`src/rtl/clock_gen_multi.sv`:
```
//------------------------------------------------------------------------------
// Module  : clock_gen_multi
// Purpose : NUM_CH independent integer clock dividers with phase-align strobe.
// Rev     : 1.0  initial release
//------------------------------------------------------------------------------
`default_nettype none

module clock_gen_multi #(
  parameter int NUM_CH      = 4,
  parameter int DIV_W       = 8,
  parameter int DEFAULT_DIV = 4
) (
  input  logic                    clk100mhz,
  input  logic                    rst,
  input  logic                    en,
  input  logic                    sync,
  input  logic [NUM_CH-1:0]       load,
  input  logic [NUM_CH*DIV_W-1:0] div_in,
  output logic [NUM_CH-1:0]       clk_out,
  output logic [NUM_CH-1:0]       tick,
  output logic [NUM_CH-1:0]       upd_pend
);

  localparam logic [DIV_W-1:0] c_one     = DIV_W'(1);
  localparam logic [DIV_W-1:0] c_two     = DIV_W'(2);
  localparam logic [DIV_W-1:0] c_def_raw = DIV_W'(DEFAULT_DIV);
  localparam logic [DIV_W-1:0] c_def     = (c_def_raw < c_two) ? c_two : c_def_raw;

  for (genvar i = 0; i < NUM_CH; i++) begin : g_ch
    logic [DIV_W-1:0] r_n;
    logic [DIV_W-1:0] r_p;
    logic [DIV_W-1:0] r_cnt;
    logic             r_pend;
    logic             r_clk;
    logic             r_tick;
    logic [DIV_W-1:0] w_raw;
    logic [DIV_W-1:0] w_din;
    logic [DIV_W-1:0] w_nxt;
    logic [DIV_W-1:0] w_sync_n;
    logic             w_wrap;

    always_comb begin
      w_raw    = div_in[i*DIV_W +: DIV_W];
      w_din    = (w_raw < c_two) ? c_two : w_raw;
      w_wrap   = (r_cnt == (r_n - c_one));
      w_nxt    = w_wrap ? '0 : (r_cnt + c_one);
      // Sync realigns to the newest divisor: a same-edge load beats a pending one.
      w_sync_n = load[i] ? w_din : (r_pend ? r_p : r_n);
    end

    always_ff @(posedge clk100mhz) begin
      if (rst) begin
        r_n    <= c_def;
        r_p    <= c_def;
        r_pend <= 1'b0;
        r_cnt  <= c_def - c_one;
        r_clk  <= 1'b0;
        r_tick <= 1'b0;
      end else if (sync) begin
        r_n    <= w_sync_n;
        r_p    <= w_sync_n;
        r_pend <= 1'b0;
        r_cnt  <= w_sync_n - c_one;
        r_clk  <= 1'b0;
        r_tick <= 1'b0;
      end else begin
        if (en) begin
          r_cnt  <= w_nxt;
          r_clk  <= (w_nxt < (r_n >> 1));
          r_tick <= (w_nxt == '0);
          if (w_wrap && r_pend) begin
            r_n    <= r_p;
            r_pend <= 1'b0;
          end
        end else begin
          r_tick <= 1'b0;
        end
        // A load on the wrap edge stays pending: it overrides the clear above.
        if (load[i]) begin
          r_p    <= w_din;
          r_pend <= 1'b1;
        end
      end
    end

    assign clk_out[i]  = r_clk;
    assign tick[i]     = r_tick;
    assign upd_pend[i] = r_pend;
  end

endmodule

`default_nettype wire

```
`config.mk`:
```
export PLATFORM = sky130hd
export DESIGN_NAME = clock_gen_multi
export DESIGN_NICKNAME = d
export VERILOG_FILES = /design/src/rtl/clock_gen_multi.sv
export SDC_FILE = /design/constraint.sdc
export NUM_CORES = 1
export LEC_CHECK = 0
export CAP_MARGIN = 20
export CORE_MARGIN = 5
export CORE_UTILIZATION = 35
export DETAILED_ROUTE_END_ITERATION = 8
export GPL_TIMING_DRIVEN = 0
export SLEW_MARGIN = 40
export SYNTH_ARGS = -nofsm -noshare
export SYNTH_HDL_FRONTEND = slang
export SYNTH_SLANG_ARGS = --single-unit
export TNS_END_PERCENT = 5
```
`constraint.sdc`:
```
create_clock -name clk100mhz -period 4.9 [get_ports clk100mhz]
set_clock_uncertainty 0.05 [all_clocks]
set_input_delay 0.735 -clock clk100mhz [delete_from_list [all_inputs] [get_ports clk100mhz]]
set_output_delay 0.735 -clock clk100mhz [all_outputs]
set_load 0.01 [all_outputs]
```
==> results_dict.tcl <==
set metrics [dict create \
    ctsResizeCount 0 \
    p_clk_share_pct 29.1 \
    grt.total_usage_pct 19.9 \
    globalRouteMet1Util_pct 26.8 \
    diodes 0 \
    firstDrtPassIters 6 \
    dpl.hpwl_mm 21.4 \
    top_usage_layer "met2" \
    grt_pass1_vias 8162 \
    ys_async_sr_fraction_pct 0 \
    numCtsBuffers 9 \
    synth_fp_nets 1197 \
    cpMaxStageDelayCell "nor2_1" \
    cts_max_level 3 \
    grt_util_met2_pct 32.7 \
    rsz0062_at_grt "false" \
    fp.coreArea_um2 24200 \
    pwr-share-comb_pct 34.2 \
    maxCapViolations 0 \
    cp-end-kind "register" \
    overflow 0 \
    crit_arrival_ns 4.56 \
    cp-start-kind "register" \
    fin_crit_ns 4.33 \
    required_ns 5.13 \
    ioPinCount 52 \
    synth_ff_type "dfxtp_1" \
    initial_utilization_pct 35.4 \
    dr.first_iter.drc_count 676 \
    clkTransAtPathRegs_ns 0.08 \
    run_status "finished clean" \
    antenna_left 0 \
    synth.avg_cell_area_um2 7.66 \
    syn_to_final_growth_pct 14.1 \
    maxSlewViolCount 0 \
    vias 8532 \
    fin_nets 1257 \
    gp_congestion 0.900 \
    drive_gt1_share_pct 7.34 \
    p_int_mw 1.76 \
    critical_path_class "register to register" \
    irDropWorstVdd_v 0.000204 \
    fin_crit_sh_pct 88.3 \
    num_rows 57 \
    slew_headroom_pct 41.4 \
    tns_ns 0 \
    fp.dieH_um 167 \
    hp-class "register to register" \
    die_area_um2 27800 \
    drc 0 \
    path_delay_family "simple AND/OR/NAND/NOR gates" \
    viasPerCell 5.65 \
    clk_path_buf_depth 2 \
    slowest_delay_ns 0.69 \
    synth_area_um2 8590 \
    p_sw_mw 0.999 \
    path_max_fanout 10 \
    p_per_area_nw_per_um2 282 \
    post_cts_buffers 0 \
    routed_wl_mm 28.4 \
    synth_edf_count 0 \
    die_w_um 167 \
    setup_violations 0 \
    seqPwrFrac_pct 36.7 \
    post_drt_wl_per_cell_um 18.8 \
    grt_first_pass_wirelength_mm 44.9 \
    path_buf_inv 2 \
    synth_cells 1121 \
    grtUsageMet3_pct 3.53 \
    fmax_ghz 0.231 \
    grt_max_degree 18 \
    final_common_cell "nor2_1" \
    switching_share_pct 36.2 \
    dpl-instance-area_um2 9490 \
    cts-root-buf "clkbuf_16" \
    tritoncts "built" \
    worstSkewPairLatency_ns 0.37 \
    io_buffers 48 \
    layout_common_cells "116 x nor2_1, 109 x nand2_1, 108 x dfxtp_1" \
    synth_cell_types 76 \
    yosys_warnings 0 \
    stdcell_area_um2 9800 \
    crit_chain "clkbuf_1, inv_1, ha_1, nor2b_1, or3_1, a31oi_1, nand3_1, nor2_1, nor2_1, ha_1, a21o_1, a21oi_1, a21oi_1, o32a_1, o31ai_1" \
    worst_slew_pin_slew_ns 0.875 \
    hold_violations 0 \
    antenna_found_initial 0 \
    power.leakage_nw 3.75 \
    clock-sinks 108 \
    ys_seq_elements 108 \
    holdBufCountCts 0 \
    ys_seq_area_share_pct 25.2 \
]
## worst reg2reg max path: stages (launching register included)
cell and delay [ns]:
dfxtp_1 0.31, clkbuf_1 0.35, inv_1 0.16, ha_1 0.30
nor2b_1 0.16, or3_1 0.35, a31oi_1 0.24, nand3_1 0.27
nor2_1 0.69, nor2_1 0.14, ha_1 0.33, a21o_1 0.16
a21oi_1 0.18, a21oi_1 0.09, o32a_1 0.30, o31ai_1 0.17
## area by class of cell
cell class / instances / area (um^2)
Clock buffer: 11 / 253
Fill cell: 2576 / 14500
Tap cell: 324 / 405
Sequential cell: 108 / 2160
Timing Repair Buffer: 49 / 488
Buffer: 91 / 425
Inverter: 48 / 180
Multi-Input combinational cell: 874 / 5830
Clock inverter: 5 / 57.6
## logic make-up after synthesis
family / after synthesis / share of synthesized area, %
compound gates: 283 / 22.2
xor+xnor: 80 / 8.16
fa+ha+maj: 36 / 5.24
buf+inv: 139 / 7.05
flops: 108 / 25.2
mux: 73 / 8.96
simple gates: 402 / 23.3
## worst paths after layout
check,startpoint,endpoint,slack (ns),cells past startpoint
hold / removal,g_ch[3].r_clk,g_ch[3].r_clk,0.39,2
setup / recovery,g_ch[0].r_n[1],g_ch[0].r_clk,0.57,15
hold reg to reg,g_ch[3].r_clk,g_ch[3].r_clk,0.39,2
setup reg to reg,g_ch[0].r_n[1],g_ch[0].r_clk,0.57,15
## synthesized netlist by cell type (all sizes together), types with 33 or more instances
master	instances	area share [%]
dfxtp	108	25
o21ai	60	3.5
xor2	34	3.5
clkbuf	60	2.6
xnor2	46	4.7
mux2i	51	5.9
ha	36	5.2
a21oi	68	4.0
nand3	33	1.9
nand2	109	4.8
inv	46	2.0
nor2	117	5.1
## metrics by stage
stage / setup WS [ns] / hold slack, ns / utilization, % / instances / total power, mW
floorplan: 1.49 / 0.367 / - / 1121 / 1.69
global placement: 0.597 / 0.378 / 39.1 / 1493 / 1.95
detailed placement: 0.708 / 0.388 / 39.1 / 1494 / 1.96
CTS: 0.656 / 0.400 / 40.4 / 1510 / 2.76
global route: 0.277 / 0.411 / 40.4 / 1510 / 2.90
finish: 0.574 / 0.392 / 40.4 / 1510 / 2.76
## power groups by stage
stage	logic, mW	clock network (mW)	registers [mW]
after floorplan	0.681	0	1.01
after global placement	0.917	0	1.03
after detailed placement	0.926	0	1.03
after CTS	0.933	0.815	1.01
after global routing	1.04	0.844	1.02
final	0.942	0.803	1.01
## flip-flops by register name (all words and copies together), names as in the netlist
signal / cells
g_ch.r_p: 32
g_ch.r_cnt: 32
g_ch.r_tick: 4
g_ch.r_pend: 4
g_ch.r_clk: 4
g_ch.r_n: 32
## per-layer routing
layer	wire length [um]	share of wire [%]
met5	0	0
met4	692	2.4
met3	1660	5.8
met2	13100	46
met1	13000	46
Note: power is estimated with default switching activity, not from simulation.
==> RTL edit 1, RTL diff (same settings) <==
Set the parameter `DIV_W` to 6 (it was 8).
--- a/src/rtl/clock_gen_multi.sv
+++ b/src/rtl/clock_gen_multi.sv
@@ -7,7 +7,7 @@
 
 module clock_gen_multi #(
   parameter int NUM_CH      = 4,
-  parameter int DIV_W       = 8,
+  parameter int DIV_W       = 6,
   parameter int DEFAULT_DIV = 4
 ) (
   input  logic                    clk100mhz,
Interface: changed (resized div_in); port bits go from 52 to 44. The function was not compared with the original's and may differ.
==> RTL edit 1 against the original RTL <==
Die area fell by 26%; sequential share of layout area rose by 1.1 points; total power fell by 17%; synthesized cell count down 28%; critical path depth decreased by 2; count of clock-buffer cells in the layout up 2; combinational power down 26%; wire length decreased by 34%; setup slack better by 590 ps; synthesized area is 28% lower; core utilization increased by 1.3 points; sequential cell count shrank 24; non-clock buffer count is 34 lower; final area down 26%; largest cell class unchanged; largest power group unchanged; highest routed layer unchanged.
==> RTL edit 1: results (changes against the original RTL) <==
* Placed inst area at 0.00690 mm^2 (-27%)
* Routed WL at 18900 um (-34%)
* Sequential element share of the synthesized area at 27.0% (+1.9 points)
* Final GP Congestion at 0.882 (-2.0%)
* DP Worst Slack at 1210 ps (+497 ps)
* Unique masters post-synth at 64 (-16%)
* Main synth FF type: dfxtp_1
* Status: finished, final reports clean
* EDFF count, synth at 0 (unchanged)
* Final HPWL DP at 13800 um (-35%)
* Fraction of registers with async set/reset at 0% (unchanged)
* Static Leakage at 2.76 nW (-26%)
* Final Non-Filler Cells at 1083 (-28%)
* Hold Path Class: reg2reg
* Input/output buffers at 40 (-17%)
* Max H-tree Level at 3 (unchanged)
* Worst path arrival time at 3990 ps (-570 ps)
* Peak supply drop at 225 uV (+10%)
* Largest net degree at the start of global routing at 14 (-4)
* Number of diodes at 0 (unchanged)
* Deepest clock path buffer count at 2 (unchanged)
* Worst r2r src: g_ch[1].r_n[0]
* Area contributors post-synth: dfxtp_1 (27%), ha_1 (5.6%), nor2_1 (5.4%)
* Crit path max fanout at 9 (-1)
* Synth Warn # at 0 (unchanged)
* First-pass GRT wire length at 30400 um (-32%)
* Initial DRT Pass Iterations at 5 (-1)
* Worst-Margin Slew at 769 ps (-106 ps)
* Clk_lat worst skew at 360 ps
* Post-synth net total at 862 (-28%)
* Clock Pin Slew Worst Setup and Hold Paths at 70 ps
* Post-synthesis cell count at 802 (-28%)
* Detailed-route via count at 5943 (-30%)
* Cts repair resizes at 0 (unchanged)
* Hold_sp: g_ch[2].r_clk
* GR Util All Layers at 18.7% (-1.3 points)
* Initial antenna violation count at 0 (unchanged)
* Setup Fix Bufs, Post-CTS at 0 (unchanged)
* Number of nets in the layout at 913 (-27%)
* Biggest regs: g_ch.r_cnt: 24 flops, g_ch.r_n: 24 flops, g_ch.r_p: 24 flops
* Vias in the first global route at 5735 (-30%)
* Layout cells sized above 1 at 6.06% (-1.3 points)
* Worst Setup Start Kind: register
* DR iter-0 viols at 539 (-20%)
* Top cells by count, synth: nor2_1 (90), dfxtp_1 (84), a21oi_1 (62)
* CTS root buf: clkbuf_16
* Total CTS buffers at 9 (unchanged)
-- RTL edit 1: changes by cell type after synthesis, sizes merged, moves of 22 or more --
cell,unedited run,this run
dfxtp,108,84
mux2i,51,29
nand2,109,51
nor2,117,90
o21ai,60,33
-- RTL edit 1: metal layers --
layer	share of wire (%)	vias up	routed length, um	track usage [%]
li1	-	2967	-	-
met1	48	2766	9110	26.1
met2	44	184	8280	29.5
met3	6.0	26	1130	3.89
met4	2.0	0	374	4.81
met5	0	-	0	0
-- RTL edit 1: kinds of logic (layout without fill, tap and decap cells) --
| group | after synthesis | after routing | share of synthesized area [%] |
|---|---|---|---|
| AND/OR/NAND/NOR | 264 | 264 | 21.1 |
| multiplexers | 46 | 46 | 7.74 |
| adder cells (fa/ha/maj) | 28 | 28 | 5.63 |
| XOR/XNOR | 65 | 65 | 9.15 |
| flip-flops | 84 | 84 | 27.0 |
| buffers and inverters | 111 | 167 | 7.48 |
| AO/OA/AOI/OAI | 204 | 204 | 21.9 |
-- RTL edit 1: layout make-up --
type,count,area [um^2]
plain buffers,66,298
fillers,1793,10100
repair buffers,40,400
clock inverters,3,67.6
multi-input cells,607,4080
flip-flops and latches,84,1680
well taps,225,282
inverters,45,169
clock buffers,13,270
-- RTL edit 1: where the power goes --
| group | switching (W) | internal (W) |
|---|---|---|
| clock network | 0.000299 | 0.000489 |
| registers | 0.0000584 | 0.000738 |
| logic | 0.000397 | 0.000300 |
| total | 0.000754 | 0.00153 |
-- RTL edit 1: through the flow --
stage	hold WS [ps]	power, W
after floorplan	371	0.00130
after global placement	396	0.00149
after detailed placement	393	0.00150
after CTS	412	0.00229
after global routing	427	0.00240
final	408	0.00228
-- RTL edit 1: worst paths after layout --
| check | endpoint | depth (start not counted) | slack [ps] |
|---|---|---|---|
| setup / recovery | g_ch[1].r_clk | 13 | 1160 |
| hold / removal | g_ch[2].r_clk | 2 | 410 |
| setup reg to reg | g_ch[1].r_clk | 13 | 1160 |
| hold reg to reg | g_ch[2].r_clk | 2 | 410 |
-- RTL edit 1: worst max-delay path: stages (launching register included) --
cell	delay, ps
dfxtp_1	460
inv_1	90
ha_1	270
o21ba_2	210
a221oi_1	360
or2_2	180
buf_1	310
nand2_1	290
and2_1	260
ha_1	270
o2111ai_1	230
a21oi_1	60
a2111oi_0	430
a22o_1	210
==> RTL edit 2, RTL diff (same flow settings) <==
Made on the original files. Register the output `tick` once more; this adds one clock of latency there. The other outputs are not delayed to match.
--- a/src/rtl/clock_gen_multi.sv
+++ b/src/rtl/clock_gen_multi.sv
@@ -25,6 +25,8 @@
   localparam logic [DIV_W-1:0] c_two     = DIV_W'(2);
   localparam logic [DIV_W-1:0] c_def_raw = DIV_W'(DEFAULT_DIV);
   localparam logic [DIV_W-1:0] c_def     = (c_def_raw < c_two) ? c_two : c_def_raw;
+
+  logic [NUM_CH-1:0] tick_d;
 
   for (genvar i = 0; i < NUM_CH; i++) begin : g_ch
     logic [DIV_W-1:0] r_n;
@@ -84,8 +86,12 @@
     end
 
     assign clk_out[i]  = r_clk;
-    assign tick[i]     = r_tick;
+    assign tick_d[i]     = r_tick;
     assign upd_pend[i] = r_pend;
+  end
+
+  always_ff @(posedge clk100mhz) begin
+    tick <= tick_d;
   end
 
 endmodule
Check against the original RTL: not equivalent (Yosys sat finds a counterexample within 4 cycles, from zero or initial values and one cycle with rst high).
==> RTL edit 2 against the original RTL <==
Maximum frequency decreased by 6.7%; final area is 1.5% higher; sequential cell count is 4 higher; combinational power decreased by 1%; synthesized area is 1.9% higher; die area rose by 1.8%; wire length increased by 2.9%; setup slack got worse by 310 ps; total power shrank 0.91%; sequential power is 4% higher; cell count grew 0.86%.
==> RTL edit 2: results (changes against the original RTL) <==
* Status: finished, final reports clean
* Layout cells sized above 1 at 7.84% (+0.50 points)
* DR WL met2 at 13800 um (+5.8%)
* Number of nets in the layout at 1270 (+1.0%)
* Vias in the first global route at 8440 (+3.4%)
* Number of diodes at 0 (unchanged)
* Synth Warn # at 0 (unchanged)
* Grt met3 use at 2.95% (-0.58 points)
* Crit-path leading delay family: compound AO/OA/AOI/OAI gates
* Unique masters post-synth at 90 (+18%)
* Fraction of registers with async set/reset at 0% (unchanged)
* Post-synthesis compound-gate area fraction at 24.9% (+2.8 points)
* Critical Path Max Stage Delay at 690 ps (about the same)
* Total CTS buffers at 9 (unchanged)
* Final instance area at 0.00994 mm^2 (+1.5%)
* Post-synthesis adder-cell area fraction at 5.15% (-0.097 points)
* First-pass GRT wire length at 46400 um (+3.3%)
* Post-Synth XOR/XNOR Area at 8.41% (+0.25 points)
* Area contributors post-synth: dfxtp_1 (26%), ha_1 (5.1%), mux2i_1 (5.1%)
* Sequential element share of the synthesized area at 25.6% (+0.45 points)
* GR Util All Layers at 20.4% (+0.43 points)
* Routed WL at 29300 um (+2.9%)
* Biggest regs: g_ch.r_cnt: 32 flops, g_ch.r_n: 32 flops, g_ch.r_p: 32 flops
* Slew margin rel. at 42.7% (+1.2 points)
* DR iter-0 viols at 811 (+20%)
* Final HPWL DP at 22000 um (+2.7%)
* Detailed-route via count at 8792 (+3.0%)
* Initial DRT Pass Iterations at 5 (-1)
* Clock Pin Slew Worst Setup and Hold Paths at 80 ps (about the same)
* Met2 GRT Util at 34.6% (+1.9 points)
* Clk_lat worst skew at 370 ps (about the same)
* Placed inst area at 0.00966 mm^2 (+1.8%)
* Hold Path Class: reg2reg
* Setup Fix Bufs, Post-CTS at 0 (unchanged)
* Largest net degree at the start of global routing at 20 (+2)
* Max layer used: met4
* Global-route track usage on met1 at 27.1% (+0.33 points)
* Deepest clock path buffer count at 2 (unchanged)
* DP Worst Slack at 515 ps (-194 ps)
* Top cells by count, synth: dfxtp_1 (112), nand2_1 (102), nor2_1 (101)
* Max H-tree Level at 3 (unchanged)
* Static Leakage at 3.75 nW (about the same)
* Cts repair resizes at 0 (unchanged)
* Peak supply drop at 160 uV (-22%)
* Crit path max fanout at 10 (unchanged)
* Input/output buffers at 49 (+2.1%)
* CTS root buf: clkbuf_16
* Worst path arrival time at 4850 ps (+290 ps)
* Fill count at 2585 (+0.35%)
* Multiplexer share of the synthesized area at 6.69% (-2.3 points)
* Met3 routed WL at 1650 um (-0.36%)
* Final GP Congestion at 0.914 (+1.6%)
* Initial antenna violation count at 0 (unchanged)
* Metal-1 WL at 13000 um (+0.19%)
* Slowest cell on crit path: a2111oi_0
* Post-synth net total at 1210 (+1.1%)
==> RTL edit 2: cell families (layout without fill, tap and decap cells) <==
family | count (synthesis) | in the layout
AOI/OAI and AO/OA | 313 | 313
adders and majority gates | 36 | 36
buffers and inverters | 147 | 212
muxes | 57 | 57
and+or+nand+nor | 385 | 385
DFF | 112 | 112
xor gates and xnor gates | 84 | 84
==> RTL edit 2: area by class of cell <==
cell class | count | share of cell area (%)
Buffer | 98 | 4.45
Clock buffer | 10 | 2.40
Clock inverter | 6 | 0.478
Inverter | 49 | 1.85
Multi-Input combinational cell | 875 | 59.3
Sequential cell | 112 | 22.5
Tap cell | 324 | 4.08
Timing Repair Buffer | 49 | 4.93
==> RTL edit 2: worst paths after layout <==
path                  start             to  slack (ps)  cells past startpoint
max          g_ch[1].r_n[1]  g_ch[1].r_clk         260                     15
min          g_ch[2].r_tick        tick[2]         280                      0
max reg2reg  g_ch[1].r_n[1]  g_ch[1].r_clk         260                     15
min reg2reg  g_ch[2].r_tick        tick[2]         280                      0
==> RTL edit 2: per-stage QoR <==
stage                     hold WS (ps)  power [W]  instances
after floorplan                    260    0.00172       1134
after global placement             264    0.00198       1507
after detailed placement           262    0.00199       1507
after CTS                          280    0.00274       1523
after global routing               285    0.00289       1523
final                              279    0.00273       1523
==> RTL edit 2: where the power goes <==
group / switching, W / total, W / leakage, nW / internal [W]
logic: 0.000538 / 0.000930 / 2.68 / 0.000392
clock network: 0.000381 / 0.000749 / 0.146 / 0.000368
registers: 0.0000771 / 0.00105 / 0.922 / 0.000978
total: 0.000996 / 0.00273 / 3.75 / 0.00174
